[src/rtl/ray_job_dispatcher.sv]
// ray_job_dispatcher
// Feeds one ray-casting worker (lane LANE of N_WORKERS interleaved along x)
// with blocks of JOBS_SUBDIVISION pixels, then drains the worker's colour
// buffer into the framebuffer. Walks a full H_RES x V_RES frame per
// frame_start pulse.
//
// Ports:
//   clk, rst        clock, synchronous active-high reset
//   frame_start     one-cycle pulse, accepted only in IDLE; latches sphere
//   sphere          scene sphere (only its y coordinate is consumed here)
//   activate/busy   worker handshake (see below)
//   pixel_start_x, pixel_y, pixel_y_sqrd, doty_r, sphere_y_sqrd
//                   per-block job parameters, registered in PREP
//   buffer          worker colour results, one entry per job pixel
//   fb_we/fb_addr/fb_data/fb_ready
//                   framebuffer write port (see below)
//   frame_done      one-cycle pulse at the end of the frame
//   error           sticky watchdog flag (0 unless the watchdog is built)
//   dbg_state       current FSM state, for checkers
//
// Handshakes:
//   activate/busy: activate rises in ARM; the worker raises busy to accept
//   the job, drops busy when its buffer is valid; activate then falls.
//   fb_we/fb_ready: a write transfers on a rising clock edge where both
//   are high; while fb_we=1 and fb_ready=0, fb_addr and fb_data hold.
//
// Build option: define RAY_DISPATCH_TIMEOUT_EN to add a 16-bit watchdog on
// ARM+RUN; after 4095 cycles it sets error, drops activate and drains the
// block as background colour.
`timescale 1ns/1ps

`ifndef RAY_JOB_DISPATCHER_DEFS
`define RAY_JOB_DISPATCHER_DEFS
`define FP_B             8
`define S_B              16
`define PX_Y_B           12
`define PX_Y_SQRD_B      24
`define DOT_Y_B          28
`define S_Y_SQRD_B       32
`define BACKGROUND_COLOR 12'h124
`endif

package Types;
  typedef logic [11:0] Color;
  // Only the part of the scene sphere the dispatcher consumes.
  typedef struct packed {
    logic signed [`S_B-1:0] y;
  } Sphere;
endpackage

module ray_job_dispatcher #(
  parameter int H_RES            = 640,
  parameter int V_RES            = 480,
  parameter int N_WORKERS        = 4,
  parameter int JOBS_SUBDIVISION = 8,
  parameter int LANE             = 0
) (
  input  logic                          clk,
  input  logic                          rst,
  input  logic                          frame_start,
  input  Types::Sphere                  sphere,
  output logic                          activate,
  output logic signed [11:0]            pixel_start_x,
  output logic signed [`PX_Y_B-1:0]     pixel_y,
  output logic [`PX_Y_SQRD_B-1:0]       pixel_y_sqrd,
  output logic signed [`DOT_Y_B-1:0]    doty_r,
  output logic [`S_Y_SQRD_B-1:0]        sphere_y_sqrd,
  input  logic                          busy,
  input  Types::Color                   buffer [JOBS_SUBDIVISION],
  output logic                          fb_we,
  output logic [18:0]                   fb_addr,
  output logic [11:0]                   fb_data,
  input  logic                          fb_ready,
  output logic                          frame_done,
  output logic                          error,
  output logic [2:0]                    dbg_state
);

  localparam int BLOCK_W = N_WORKERS * JOBS_SUBDIVISION;
  localparam int BLOCKS  = H_RES / BLOCK_W;
  localparam int KW      = (JOBS_SUBDIVISION > 1) ? $clog2(JOBS_SUBDIVISION) : 1;

  typedef logic [KW-1:0] k_t;
  typedef logic signed [`PX_Y_B-1:0] py_t;
  typedef enum logic [2:0] {IDLE, PREP, ARM, RUN, DRAIN, NEXT, DONE} state_t;

  state_t                 state;
  Types::Color            copy [JOBS_SUBDIVISION];
  k_t                     k;
  k_t                     k_next;
  logic [11:0]            row;
  logic [11:0]            block;
  logic signed [`S_B-1:0] sph_y;
  logic                   timeout;

  py_t                           py_next;
  logic signed [`PX_Y_SQRD_B-1:0] py_sq;
  logic signed [`DOT_Y_B-1:0]    dot_y;
  logic signed [`S_Y_SQRD_B-1:0] sy_sq;
  logic [18:0]                   addr_base;

  assign dbg_state = state;
  assign k_next    = k + k_t'(1);

  // Row-relative job parameters; registered in PREP.
  assign py_next   = py_t'($signed({20'd0, row}) - V_RES / 2);
  assign py_sq     = py_next * py_next;
  assign dot_y     = py_next * sph_y;
  assign sy_sq     = (sph_y * sph_y) >>> `FP_B;

  // Address of entry 0 of the current block; later entries step by N_WORKERS.
  assign addr_base = 19'({20'd0, row} * 32'(H_RES) + {20'd0, block} * 32'(BLOCK_W) + 32'(LANE));

  always_ff @(posedge clk) begin
    if (rst) begin
      state         <= IDLE;
      activate      <= 1'b0;
      fb_we         <= 1'b0;
      fb_addr       <= '0;
      fb_data       <= '0;
      frame_done    <= 1'b0;
      pixel_start_x <= '0;
      pixel_y       <= '0;
      pixel_y_sqrd  <= '0;
      doty_r        <= '0;
      sphere_y_sqrd <= '0;
      row           <= '0;
      block         <= '0;
      k             <= '0;
      sph_y         <= '0;
    end else begin
      case (state)
        IDLE: begin
          if (frame_start) begin
            sph_y <= sphere.y;
            row   <= '0;
            block <= '0;
            state <= PREP;
          end
        end
        PREP: begin
          pixel_y       <= py_next;
          pixel_y_sqrd  <= $unsigned(py_sq);
          doty_r        <= dot_y;
          sphere_y_sqrd <= $unsigned(sy_sq);
          pixel_start_x <= 12'($signed({20'd0, block}) * BLOCK_W + LANE - H_RES / 2);
          activate      <= 1'b1;
          state         <= ARM;
        end
        ARM, RUN: begin
          if (timeout) begin
            // Worker never finished: abandon it and paint the block as background.
            activate <= 1'b0;
            fb_we    <= 1'b1;
            fb_addr  <= addr_base;
            fb_data  <= `BACKGROUND_COLOR;
            k        <= '0;
            for (int i = 0; i < JOBS_SUBDIVISION; i++) copy[i] <= `BACKGROUND_COLOR;
            state    <= DRAIN;
          end else if (state == ARM) begin
            if (busy) state <= RUN;
          end else if (!busy) begin
            // Snapshot the results so the worker may start reusing its buffer.
            activate <= 1'b0;
            copy     <= buffer;
            fb_we    <= 1'b1;
            fb_addr  <= addr_base;
            fb_data  <= buffer[0];
            k        <= '0;
            state    <= DRAIN;
          end
        end
        DRAIN: begin
          if (fb_ready) begin
            if (k == k_t'(JOBS_SUBDIVISION - 1)) begin
              fb_we <= 1'b0;
              state <= NEXT;
            end else begin
              k       <= k_next;
              fb_addr <= fb_addr + 19'(N_WORKERS);
              fb_data <= copy[k_next];
            end
          end
        end
        NEXT: begin
          if (block == 12'(BLOCKS - 1)) begin
            block <= '0;
            row   <= row + 12'd1;
            if (row == 12'(V_RES - 1)) begin
              frame_done <= 1'b1;
              state      <= DONE;
            end else begin
              state <= PREP;
            end
          end else begin
            block <= block + 12'd1;
            state <= PREP;
          end
        end
        DONE: begin
          frame_done <= 1'b0;
          state      <= IDLE;
        end
        default: state <= IDLE;
      endcase
    end
  end

`ifdef RAY_DISPATCH_TIMEOUT_EN
  logic [15:0] wd;

  // wd counts completed ARM/RUN cycles; firing at 4094 ends the 4095th.
  assign timeout = (wd == 16'd4094);

  always_ff @(posedge clk) begin
    if (rst) begin
      wd    <= '0;
      error <= 1'b0;
    end else begin
      if (state == ARM || state == RUN) wd <= wd + 16'd1;
      else                              wd <= '0;
      if ((state == ARM || state == RUN) && timeout) error <= 1'b1;
    end
  end
`else
  assign timeout = 1'b0;
  assign error   = 1'b0;
`endif

endmodule
[config.mk]
export PLATFORM = sky130hd
export DESIGN_NAME = ray_job_dispatcher
export DESIGN_NICKNAME = d
export VERILOG_FILES = /design/src/rtl/ray_job_dispatcher.sv
export SDC_FILE = /design/constraint.sdc
export NUM_CORES = 2
export LEC_CHECK = 0
export CAP_MARGIN = 30
export CORE_UTILIZATION = 55
export CTS_CLUSTER_DIAMETER = 120
export DETAILED_ROUTE_END_ITERATION = 16
export PLACE_DENSITY = 0.79
export SYNTH_ARGS = -nofsm -noshare
export SYNTH_HDL_FRONTEND = slang
export SYNTH_SLANG_ARGS = --single-unit
[constraint.sdc]
create_clock -name clk -period 5.9 [get_ports clk]
set_input_delay 1.18 -clock clk [delete_from_list [all_inputs] [get_ports clk]]
set_output_delay 1.18 -clock clk [all_outputs]
set_load 0.05 [all_outputs]
Word level (Yosys, flattened, before mapping)
Index checks and enable logic that the tools add are counted.
{"block": "op_classes", "mul": 4, "reduce_logical": 15, "magnitude_cmp": 1, "addsub": 7, "n_bitwise": 4, "eq_ne": 19, "mux": 43}
{"op": "2-to-1 mux 12 bit", "n": 9}
{"op": "2-to-1 mux 19 bit", "n": 4}
{"op": "case mux 12 bit (2 select lines)", "n": 3}
{"op": "case mux 19 bit (2 select lines)", "n": 1}
{"op": "binary-select mux 12 bit (select 3 bit)", "n": 1}
{"op": "2-to-1 mux 3 bit", "n": 12}
{"op": "multiplier 16 x 16 -> 32 bit", "n": 1}
{"op": "multiplier 12 x 16 -> 28 bit", "n": 1}
{"op": "adder 12 x 1 -> 12 bit (second input constant)", "n": 2}
{"op": "multiplier 12 x 12 -> 24 bit", "n": 1}
{"op": "adder 19 x 17 -> 19 bit", "n": 1}
{"op": "adder 19 x 3 -> 19 bit (second input constant)", "n": 1}
{"op": "inequality test 2 bit (second input constant)", "n": 8}
{"op": "case mux 3 bit (5 select lines)", "n": 1}
{"op": "AND reduction 5 bit", "n": 3}
{"op": "equality test 12 x 5 -> 1 bit (second input constant)", "n": 1}
{"op": "equality test 12 x 9 -> 1 bit (second input constant)", "n": 1}
{"op": "equality test 3 bit (second input constant)", "n": 4}
{"op": "multiplier 12 x 3 -> 12 bit (second input constant)", "n": 1}
{"op": "subtractor 12 x 8 -> 12 bit (second input constant)", "n": 1}
{"op": "subtractor 12 x 9 -> 12 bit (second input constant)", "n": 1}
{"op": "AND reduction 3 bit", "n": 3}
{"op": "2-to-1 mux 1 bit", "n": 8}
{"op": "nonzero test 2 bit", "n": 4}
{"op": "13 further kinds", "n": 20}
{"block": "totals", "register_bits": 276, "output_inout_bits": 146, "word_cells": 116}

Longest topological paths before layout
{"block": "logic_depth", "word_depth": 8, "depth_mapped": 28, "depth_no_buf": 26}

Least setup slack after synthesis
Ideal clock, no wire load.
{"block": "synth_timing", "kind": "flip-flop to flip-flop", "start": "reg sph_y[12]", "end": "reg sphere_y_sqrd[22]", "period_less_slack_ps": 6352, "t_required_ps": 5779, "n_path_buf": 2, "setup_slack_ps": -452, "stages_incl_launch_ff": 25, "arrival_ps": 6231, "path_cell_list": "dfxtp_1 -> clkbuf_1 -> clkbuf_1 -> nand2_1 -> fa_1 -> inv_1 -> fa_1 -> inv_1 -> fa_1 -> inv_1 -> fa_1 -> inv_1 -> fa_1 -> fa_1 -> inv_1 -> ha_1 -> nand4_1 -> nor3_1 -> nor4_2 -> a31oi_2 -> o41a_4 -> and3_4 -> nor2_2 -> xor2_1 -> o21ai_1"}
{"block": "synth_via", "elab_chain_len": 1}
{"item": "from (decl)", "line": "93", "source": "logic signed [`S_B-1:0] sph_y;"}
{"item": "from (signal assigned)", "line": "135", "source": "sph_y <= sphere.y;"}
{"item": "multiplier 16 x 16 -> 32 bit", "line": "109", "source": "assign sy_sq = (sph_y * sph_y) >>> `FP_B;"}
{"item": "to (signal assigned)", "line": "145", "source": "sphere_y_sqrd <= $unsigned(sy_sq);"}
{"item": "to (decl)", "line": "67", "source": "output logic [`S_Y_SQRD_B-1:0] sphere_y_sqrd,"}
Every way passes these cells.
A chain may end at the register's enable or synchronous reset.

Final worst setup path
{"block": "layout_timing", "start": "reg row[4]", "end": "reg doty_r[20]"}
{"block": "layout_via", "elab_chain_len": 2}
{"item": "from (decl)", "line": "91", "source": "logic [11:0] row;"}
{"item": "from (signal assigned)", "line": "188", "source": "row <= row + 12'd1;"}
{"item": "subtractor 12 x 8 -> 12 bit", "line": "106", "source": "assign py_next = py_t'($signed({20'd0, row}) - V_RES / 2);"}
{"item": "multiplier 12 x 16 -> 28 bit", "line": "108", "source": "assign dot_y = py_next * sph_y;"}
{"item": "to (signal assigned)", "line": "144", "source": "doty_r <= dot_y;"}
{"item": "to (decl)", "line": "66", "source": "output logic signed [`DOT_Y_B-1:0] doty_r,"}
Every way passes these cells.

==> results.yml <==
run_status:
  status: "complete, but fails checks"
  violations: "setup timing"
setup_path:
  crit_required_ns: 6.39
  arrival_ns: 6.67
  start_kind: "flip-flop"
  worstPathMaxFanout: 8
  end_kind: "flip-flop"
  critPathKind: "reg -> reg"
power_and_ir_drop:
  vdd_drop_max_mv: 0.572
  p_per_area_nw_per_um2: 269
  leakagePower_nw: 18.4
  p_total_w: 0.0106
yosys:
  synth_mux_area_frac: 0.0214
  synth_cell_type_count: 81
  synth_top_flop_cell: "dfxtp_1"
  yosysWarnings: 0
  yosys.area_share.simple: 0.130
  syn_inst: 3411
  avgSynthCellArea_um2: 9.34
  synth_top_family_by_area: "adder cells"
  synthAdderAreaFrac: 0.435
  synthArstFlopShare: 0
  ys_ff_latch: 267
  synth-compound-area-share: 0.0784
  synth_area_um2: 31900
  synth-xor-area-share: 0.0311
  synth_edf_count: 96
  synth_seq_area_share: 0.198
place:
  dp_cells: 4550
  port_buffers: 253
  hpwl_um: 64100
  place_congestion: 0.923
  place_area_um2: 37200
final_layout:
  final_cells: 4651
  final_cell_area_um2: 39600
  area_growth_syn_to_layout_pct: 24.2
  antennaDiodeCount: 0
  drive_gt1_frac: 0.164
  nets: 4769
global_route:
  grt.total_usage: 0.283
  antenna_found_initial: 4
  grt_max_degree: 100
  grt_pass1_wl_um: 133000
  overflow: 0
  grt_pass1_vias: 26700
sta:
  hold_viol: 0
  rsz0062_at_grt: "true"
  maxSlewHeadroom: 0.343
  post-route-period-util: 1.05
  setup_tns_ns: -2.14
  report.final.slew_viol_count: 0
  setup_viol: 17
  skew_ns: 0.0467
  period_needed_ns: 6.18
  tightest_slew_ns: 0.982
  setup_slack_ns: -0.278
  fmax_mhz: 162
routing:
  dr.pass1.iters: 6
  detail_route.vias_per_cell: 5.40
  drc: 0
  vias: 25100
  wl_um: 83200
  ant_nets: 0
  dr.first_iter.drc_count: 1450
  wl_per_cell_um: 17.9
clocking:
  cts.path.max_buffers: 3
  htreeDepth: 1
  cts_root_buffer: "clkbuf_16"
  cts_tree: "yes"
  numCtsBuffers: 31
  clock_latency_ns: 0.65
  clock-sinks: 267
  path_clk_slew_ns: 0.07
  ctsHoldBuffers: 0
floorplanning:
  die_area_um2: 58900
  chipHeight_um: 243
  pin_count: 263
  core_area_um2: 56800
  die_width_um: 243
  fp-row-count: 87
  start_util: 0.561
flow_run:
  drv_cap: 0
min_path:
  hp-class: "reg -> reg"
==> path summary, 6_finish.rpt <==
check | start | to | slack (ns) | depth (start not counted)
worst max register to register | row[4] | doty_r[20] | -0.28 | 26
worst min-delay path | sphere_y_sqrd[3] | sphere_y_sqrd[3] | 0.45 | 2
worst min register to register | sphere_y_sqrd[3] | sphere_y_sqrd[3] | 0.45 | 2
worst max-delay path | row[4] | doty_r[20] | -0.28 | 26
==> registers in the layout, indices dropped and copies added (netlist names) <==
name,count
pixel_start_x,7
fb_we,1
dbg_state,3
fb_addr,17
sphere_y_sqrd,24
block,12
pixel_y_sqrd,22
sph_y,16
doty_r,28
pixel_y,12
copy,96
activate,1
row,12
k,3
fb_data,12
frame_done,1
==> synth_stat cells (all sizes together) (45+ instances only) <==
cell / count / area share
edfxtp: 96 / 0.090
clkbuf: 130 / 0.015
nand3: 45 / 0.0071
dfxtp: 171 / 0.11
ha: 240 / 0.094
a21oi: 186 / 0.030
nor2: 214 / 0.025
fa: 542 / 0.34
inv: 712 / 0.084
xnor2: 73 / 0.020
and2: 74 / 0.015
o21ai: 71 / 0.011
nand2: 435 / 0.051
==> placed cells by master, fill, tap and decap left out, types with 69 or more instances in the layout <==
master | synthesis | layout
buf_4 | 19 | 274
clkdlybuf4s50_1 | 0 | 252
xnor2_1 | 73 | 71
and2_1 | 74 | 69
a21oi_1 | 185 | 161
ha_1 | 240 | 221
edfxtp_1 | 96 | 96
nor2_1 | 213 | 189
fa_1 | 542 | 536
nand2_1 | 435 | 409
dfxtp_1 | 171 | 150
inv_1 | 710 | 674
==> routing by layer <==
layer	track usage	share of wire
met1	0.349	0.38
met2	0.493	0.50
met3	0.0532	0.076
met4	0.108	0.047
met5	0	0.00060
==> cells by family after synthesis <==
group / Yosys count
muxes: 38
DFF: 267
and+or+nand+nor: 924
adders and majority gates: 782
buffers and inverters: 880
other: 1
AOI/OAI and AO/OA: 406
xor gates and xnor gates: 113
==> power by group <==
part	switching [W]	total [W]	internal, W
clock	0.000873	0.00206	0.00118
combinational	0.00367	0.00635	0.00269
sequential	0.000161	0.00224	0.00207
==> what timing repair did <==
action | CTS | global route
gates cloned | 1 | 1
pin swaps | 65 | 80
setup endpoints to repair | 29 | 39
setup buffers | 16 | 28
resized for setup | 123 | 161
==> through the flow <==
stage,setup WS (ns),util,hold slack (ns)
2_1_floorplan,-0.0451,-,0.436
3_3_place_gp,-0.232,0.653,0.439
3_5_place_dp,-0.307,0.654,0.445
4_1_cts,-0.131,0.682,0.453
5_1_grt,-0.503,0.697,0.472
6_report,-0.278,0.697,0.451
==> final cells by class <==
class / count / area (µm²)
Multi-Input combinational cell: 2272 / 23100
Fill cell: 4103 / 17200
Sequential cell: 267 / 6370
Timing Repair Buffer: 582 / 5380
Inverter: 716 / 2700
Tap cell: 756 / 946
Clock buffer: 39 / 836
Clock inverter: 19 / 228
==> worst max-delay path, cell delays in order, from the launching register on <==
cell,delay (ns)
dfxtp_4,0.39
ha_4,0.15
nand3_1,0.12
nor3b_2,0.18
xnor2_1,0.20
buf_4,0.19
buf_4,0.20
nor2_1,0.09
fa_1,0.49
fa_1,0.52
fa_1,0.42
fa_1,0.48
inv_1,0.05
fa_1,0.47
inv_1,0.04
ha_1,0.28
and4_1,0.21
a221oi_1,0.25
o21ai_0,0.11
a21oi_1,0.14
buf_4,0.16
a21oi_1,0.10
a21o_1,0.21
a21oi_1,0.17
xor2_1,0.18
buf_4,0.15
o22ai_1,0.08
No activity file was read; power rests on OpenSTA's default activity.
